## config.mk

```make
export PLATFORM = sky130hd
export DESIGN_NAME = ins_assembler
export DESIGN_NICKNAME = d
export VERILOG_FILES = /design/src/rtl/ins_assembler.sv
export SDC_FILE = /design/constraint.sdc
export NUM_CORES = 1
export LEC_CHECK = 0
export ABC_AREA = 1
export BUFFER_PORTS_ARGS = -buffer_cell sky130_fd_sc_hd__buf_2
export CAP_MARGIN = 20
export CORE_MARGIN = 2
export CORE_UTILIZATION = 40
export CTS_CLUSTER_SIZE = 25
export DETAILED_ROUTE_END_ITERATION = 6
export PLACE_DENSITY = 0.68
export SKIP_LAST_GASP = 1
export SYNTH_ARGS = -nofsm -noshare
export SYNTH_HDL_FRONTEND = slang
export SYNTH_SLANG_ARGS = --single-unit
```

## constraint.sdc

```tcl
create_clock -name clk -period 2.3 [get_ports clk]
set_input_delay 0 -clock clk [delete_from_list [all_inputs] [get_ports clk]]
set_output_delay 0 -clock clk [all_outputs]
set_load 0.05 [all_outputs]
```

## src/rtl/ins_assembler.sv

```systemverilog
// ins_assembler: packs instruction fields into 32-bit MIPS words (R, I, J) and
// writes them to instruction memory at consecutive, wrapping word addresses.
//
// Optional build macro: INS_ASM_CHECK_EN
//   defined   : fmt=3 writes a nop (32'h0) and sets the sticky err flag.
//   undefined : fmt=3 is encoded as J format and err is tied to 0.
//
// Ports:
//   clk, rst_n          clock (rising edge), asynchronous active-low reset
//   start               begins a program load (sampled only in IDLE)
//   base_addr, count    first word address and word count, sampled with start
//   in_valid, in_ready  field-bundle handshake
//   fmt, op, func, rs, rt, rd, shamt, imm16, target   instruction fields
//   we, waddr, wdata    instruction-memory write port
//   busy, done, err     load status

module ins_assembler #(
  parameter int unsigned ADDR_W = 10
) (
  input  logic              clk,
  input  logic              rst_n,
  input  logic              start,
  input  logic [ADDR_W-1:0] base_addr,
  input  logic [ADDR_W:0]   count,
  input  logic              in_valid,
  output logic              in_ready,
  input  logic [1:0]        fmt,
  input  logic [5:0]        op,
  input  logic [5:0]        func,
  input  logic [4:0]        rs,
  input  logic [4:0]        rt,
  input  logic [4:0]        rd,
  input  logic [4:0]        shamt,
  input  logic [15:0]       imm16,
  input  logic [25:0]       target,
  output logic              we,
  output logic [ADDR_W-1:0] waddr,
  output logic [31:0]       wdata,
  output logic              busy,
  output logic              done,
  output logic              err
);

  typedef enum logic [1:0] {
    StIdle  = 2'd0,
    StLoad  = 2'd1,
    StWrite = 2'd2,
    StFin   = 2'd3
  } state_e;

  state_e              r_state;
  logic [ADDR_W-1:0]   r_addr;
  logic [ADDR_W:0]     r_rem;
  logic                r_in_ready;
  logic                r_we;
  logic [ADDR_W-1:0]   r_waddr;
  logic [31:0]         r_wdata;
  logic                r_busy;
  logic                r_done;
  logic                r_err;

  logic [31:0]         w_word;
  logic                w_illegal;

  // Field encoder
  always_comb begin
    w_word    = {op, target};
    w_illegal = 1'b0;
    unique case (fmt)
      2'd0: w_word = {op, rs, rt, rd, shamt, func};
      2'd1: w_word = {op, rs, rt, imm16};
      2'd2: w_word = {op, target};
      2'd3: begin
`ifdef INS_ASM_CHECK_EN
        w_word    = 32'h0000_0000;
        w_illegal = 1'b1;
`else
        w_word    = {op, target};
`endif
      end
      default: w_word = {op, target};
    endcase
  end

  always_ff @(posedge clk or negedge rst_n) begin
    if (!rst_n) begin
      r_state    <= StIdle;
      r_addr     <= '0;
      r_rem      <= '0;
      r_in_ready <= 1'b0;
      r_we       <= 1'b0;
      r_waddr    <= '0;
      r_wdata    <= '0;
      r_busy     <= 1'b0;
      r_done     <= 1'b0;
      r_err      <= 1'b0;
    end else begin
      r_we   <= 1'b0;
      r_done <= 1'b0;
      unique case (r_state)
        StIdle: begin
          if (start) begin
            r_addr <= base_addr;
            r_rem  <= count;
            r_err  <= 1'b0;
            if (count == '0) begin
              r_state <= StFin;
              r_done  <= 1'b1;
            end else begin
              r_state    <= StLoad;
              r_in_ready <= 1'b1;
              r_busy     <= 1'b1;
            end
          end
        end
        StLoad: begin
          if (in_valid) begin
            r_state    <= StWrite;
            r_in_ready <= 1'b0;
            r_we       <= 1'b1;
            r_waddr    <= r_addr;
            r_wdata    <= w_word;
            if (w_illegal) r_err <= 1'b1;
          end
        end
        StWrite: begin
          r_addr <= r_addr + 1'b1;
          r_rem  <= r_rem - 1'b1;
          if (r_rem == (ADDR_W+1)'(1)) begin
            r_state <= StFin;
            r_done  <= 1'b1;
            r_busy  <= 1'b0;
          end else begin
            r_state    <= StLoad;
            r_in_ready <= 1'b1;
          end
        end
        StFin: begin
          r_state <= StIdle;
        end
        default: r_state <= StIdle;
      endcase
    end
  end

  assign in_ready = r_in_ready;
  assign we       = r_we;
  assign waddr    = r_waddr;
  assign wdata    = r_wdata;
  assign busy     = r_busy;
  assign done     = r_done;
`ifdef INS_ASM_CHECK_EN
  assign err      = r_err;
`else
  assign err      = 1'b0;
`endif

endmodule

```

# --- Yosys cells after proc, flatten, opt, wreduce, memory -nomap -nowiden ---
# Index checks and enable logic that the tools add are counted.
word_totals:
  ff_bits: 69
  latch_bits: 0
  mem_bits_rw: 0
  romBits: 0
  input_bits: 101
  out_inout_bits: 47
  elab_cells: 57
  memories: 0
classes:
  addsub: 2
  mul: 0
  div: 0
  magnitude_cmp: 0
  n_eq_ne: 12
  n_shift: 0
  muxes: 23
  n_bitwise: 0
  n_reduce_logical: 11
ops:
  columns: ["operator", "n"]
  rows:
  - ["$pmux 32 s3", 1]
  - ["$pmux 11 s2", 1]
  - ["$pmux 10 s2", 1]
  - ["$eq 11x1->1 const B", 1]
  - ["$logic_not 11->1", 1]
  - ["$mux 11", 1]
  - ["$sub 11x1->11 const B", 1]
  - ["$add 10x1->10 const B", 1]
  - ["$mux 1", 10]
  - ["$mux 10", 1]
  - ["$ne 2x2->1 const B", 5]
  - ["$eq 2x2->1 const B", 4]
  - ["$mux 2", 4]
  - ["$pmux 2 s4", 1]
  - ["$reduce_and 2->1", 3]
  - ["$reduce_and 5->1", 1]
  - ["$eq 2x1->1 const B", 2]
  - ["$logic_not 2->1", 2]
  - ["$pmux 1 s2", 2]
  - ["$reduce_and 4->1", 1]
  - ["$pmux 1 s3", 1]
  - ["$reduce_bool 3->1", 1]
  - ["$reduce_bool 2->1", 1]
  - ["$reduce_or 2->1", 1]

# --- Depth between registers and ports, before layout ---
depth:
  depth_word: 4
  mapped_depth: 10
  depth_no_buf: 10

# --- Worst setup path before layout ---
# No wires, ideal clock.
synth_path:
  kind: "flip-flop to flip-flop"
  from: "register r_state[1]"
  to: "register r_wdata[14], in the netlist wdata[14]"
  setup_time_ns: 0.120
  arrival_time_ns: 1.106
  path_slack_ns: 1.075
  stages_incl_launch_ff: 7
  period_less_slack_ns: 1.225
  path_cell_list: "dfrtp_1 > nor2_2 > inv_2 > nor2_8 > buf_2 > nand2_1 > o22a_2"
synth_between:
  elab_chain_cells: 2
synth_lines:
  columns: ["item", "line", "source"]
  rows:
  - ["start: declaration", "51", "state_e r_state;"]
  - ["start signal: assignment", "87", "r_state <= StIdle;"]
  - ["start signal: assignment", "107", "r_state <= StFin;"]
  - ["start signal: assignment", "110", "r_state <= StLoad;"]
  - ["$eq 2x1->1", "100", "unique case (r_state)"]
  - ["$reduce_and 2->1 (no line)", null, null]
  - ["end signal: assignment", "122", "r_wdata <= w_word;"]
  - ["end: declaration", "57", "logic [31:0] r_wdata;"]
# Every way passes these cells.
# A chain may end at the register's enable or synchronous reset.

# --- Final worst setup path ---
layout_path:
  from: "register r_state[0]"
  to: "register r_wdata[19], in the netlist wdata[19]"
# The elaborated chain is that of the path after synthesis.

==> summary.md <==
| Metric | Value |
|---|---|
| Most common cell after layout, fill and taps aside | `buf_2` |
| Global-route wire length before repair | `between 15000 and 20000 µm` |
| Reg2reg start | `r_state[0]$_DFFE_PN0P_` |
| CTS root buffer | `clkbuf_8` |
| Hold Path Stages | `5` |
| Bufs on Longest Clock Path | `2` |
| Ant diodes | `0` |
| Share of cells above drive strength 1 | `0.279` |
| DIE WIDTH | `around 100 µm` |
| Io pins | `~150` |
| Post-CTS setup buffers | `0` |
| Final RePlAce weighted congestion | `about 0.9` |
| Most frequent cells in the layout | `buf_2, nand2_1, dfrtp_1` |
| Leak | `around 2.8 nW` |
| Total CTS buffers | `9` |
| Final #Nets | `approximately 800` |
| Vias | `between 3000 and 4000` |
| Syn Inst Count | `475` |
| Count of different cell masters after synthesis | `36` |
| RSZ-0062 raised after global routing | `no` |
| Clk Latency, worst-skew pair | `between 0.3 and 0.4 ns` |
| Hold path start | `count[0]` |
| Htree depth | `3` |
| Most area-hungry cell type in the Yosys netlist | `dfrtp_1` |
| Hold Fails Final Rpt | `0` |
| Cell mode on critical path | `inv_2` |
| Top cells by area, synth | `dfrtp_1, nand2_1, nor2_1` |
| Startpoint Class | `register` |
| Port bufs | `146` |
| Synthesis warning total | `0` |
| Fmax | `between 500 and 600 MHz` |
| Number of global-route vias before repair | `between 3000 and 4000` |
| VDD IR max | `approximately 0.45 mV` |
| Mean area per synthesized cell | `7.75 µm²` |
| Hold worst-path end | `r_rem[0]$_DFFE_PN0P_` |
| FF+latch count, synth | `slightly below 70` |
| Starting Density | `0.406` |
| Vias per inst | `between 4 and 5` |
| # clock sinks | `69` |
| Setup crit end kind | `register` |
| Pwr per Cell Area | `approximately 1300 mW/mm²` |
| # setup viols final | `0` |
| Reg2reg end | `wdata[19]$_DFFE_PN0P_` |
| R2R Setup Slk | `0.33 ns` |
| CTS tree | `yes` |
| Tmin final | `1.97 ns` |
| Routed Wire Length | `10500 µm` |
| Cell family with most CP delay | `buffers and inverters` |
| Area grow syn2layout | `44.1%` |
| Crit-path max cell delay | `0.59 ns` |
| Worst-path clk slew | `0.07 ns` |
| Maximum fanout along the worst path | `44` |
| Worst hold margin | `approximately 0.0091 ns` |
| Die footprint | `about 0.01 mm²` |
| Critical Path AT | `2.25 ns` |
| FF-to-FF path depth | `7` |
| Antenna viol nets, final | `0` |
| Slew Limit Fails | `0` |
| Initial DRC Count | `165` |
| Global route overflow | `0` |
| Row count | `35` |
| Setup TNS | `0 ns` |
| GRT Util Overall | `0.211` |
| Crit Path Category | `reg -> reg` |
| Crit-path cells | `inv_2, nor2_2, inv_2, nor2_8, inv_4, o31ai_1, dlygate4sd3_1` |
| Clock skew | `approximately 0.010 ns` |
| Worst path bufs/invs | `4` |
| Sequential area share after synthesis | `0.469` |
| Transition time of the tightest slew-check pin | `slightly below 0.7 ns` |
| Max-Cap Viols | `0` |
| Core Area | `about 0.009 mm²` |
| Mapped cell area | `roughly 0.0037 mm²` |
| Post-Syn Nets | `~580` |
| Antenna violations before repair | `0` |
| Post-DP HPWL | `7040 µm` |
| Crit share post-route | `0.856` |
| Drt wl/cell | `approximately 13 µm` |
| Largest net degree at the start of global routing | `70` |
| DR pass1 iterations | `5` |
| Relative slew slack | `0.542` |
| Chip Height | `roughly 100 µm` |
| HP Class | `in -> reg` |
| CP required | `between 2 and 3 ns` |
| Slowest CP cell | `dlygate4sd3_1` |
| Top cell type's share of synthesized area | `0.469` |
| Residual DRC count | `0` |
| Filler Cell Count | `approximately 800` |
| Status | `completed` |
## sequential cells by signal (all words and copies together) (netlist names)
| name | cells |
|---|---|
| done | 1 |
| r_addr | 10 |
| waddr | 10 |
| in_ready | 1 |
| busy | 1 |
| r_rem | 11 |
| wdata | 32 |
| we | 1 |
| r_state | 2 |
## what timing repair did
item                                    in CTS  in global routing
endpoints found under the setup margin       0                  1
hold endpoints to repair                   119                  0
resized for setup                            0                  2
hold buffers                                61                  0
## synth_stat cells (all sizes together)
| master | instances |
|---|---|
| o311ai | 1 |
| a22oi | 1 |
| clkinv | 1 |
| a211oi | 1 |
| o221ai | 1 |
| nand2 | 145 |
| a21oi | 9 |
| inv | 48 |
| and2 | 1 |
| o21ai | 33 |
| nor3 | 4 |
| clkbuf | 2 |
| o31ai | 11 |
| dfrtp | 69 |
| nand3 | 38 |
| ha | 3 |
| nor2 | 55 |
| nand4 | 3 |
| or2 | 4 |
| xor2 | 1 |
| o211ai | 4 |
| o22a | 16 |
| o22ai | 2 |
| conb | 1 |
| buf | 21 |
## power by group
| part | internal, W | total, W | switching, W |
|---|---|---|---|
| clock | 0.000711 | 0.00116 | 0.000453 |
| sequential | 0.00178 | 0.00215 | 0.000366 |
| combinational | 0.00108 | 0.00359 | 0.00251 |
## worst max path at each step
stage,startpoint,to,slack (ns),cells after the start
after floorplan,r_state[1]$_DFFE_PN0P_,wdata[14]$_DFFE_PN0P_,1.07,6
after global placement,r_state[0]$_DFFE_PN0P_,r_rem[6]$_DFFE_PN0P_,0.75,8
after detailed placement,r_state[0]$_DFFE_PN0P_,wdata[14]$_DFFE_PN0P_,0.72,7
after CTS,r_state[0]$_DFFE_PN0P_,wdata[19]$_DFFE_PN0P_,0.21,7
after global routing,r_state[0]$_DFFE_PN0P_,wdata[25]$_DFFE_PN0P_,0.20,7
final,r_state[0]$_DFFE_PN0P_,wdata[19]$_DFFE_PN0P_,0.33,7
## per-stage QoR
stage | total power, W | std cells | util | setup slack [ns] | cell area [µm²]
finish | 0.00691 | 791 | 0.585 | 0.332 | 5300
CTS | 0.00694 | 791 | 0.585 | 0.210 | 5300
detailed placement | 0.00555 | 715 | 0.492 | 0.722 | 4460
floorplan | 0.00474 | 475 | - | 1.07 | 3680
global route | 0.00738 | 791 | 0.585 | 0.200 | 5300
global placement | 0.00547 | 715 | 0.492 | 0.754 | 4460
## cell type report
class | count | area [µm²] | area share
clock buffers | 10 | 128 | 0.0241
well taps | 111 | 139 | 0.0262
clock inverters | 5 | 100 | 0.0189
flip-flops and latches | 69 | 1730 | 0.326
inverters | 49 | 186 | 0.0351
repair buffers | 213 | 1400 | 0.264
multi-input cells | 334 | 1630 | 0.306
## routing by layer
layer / vias to the layer above / GRT usage / routed length, µm
met4: 0 / 0.0875 / 246
met5: - / 0 / 0
met2: 124 / 0.360 / 5160
met3: 23 / 0.0320 / 561
met1: 1790 / 0.268 / 4480
li1: 1942 / - / -
## worst reg2reg max path, delay by kind of cell, from the launching register on
| family | cells | cell delay [ns] |
|---|---|---|
| AO/OA/AOI/OAI | 1 | 0.27 |
| buffers and inverters | 4 | 0.94 |
| flip-flops | 1 | 0.39 |
| AND/OR/NAND/NOR | 2 | 0.31 |
## kinds of logic (layout without fill, tap and decap cells)
kind of cell               Yosys count  after routing  share of synthesized area
AOI/OAI and AO/OA                   79             79                      0.146
other                                1              1                    0.00102
xor gates and xnor gates             1              1                    0.00238
DFF                                 69             69                      0.469
buffers and inverters               72            277                     0.0894
adders and majority gates            3              3                     0.0102
and+or+nand+nor                    250            250                      0.282
Power figures use the tool's default switching activity.
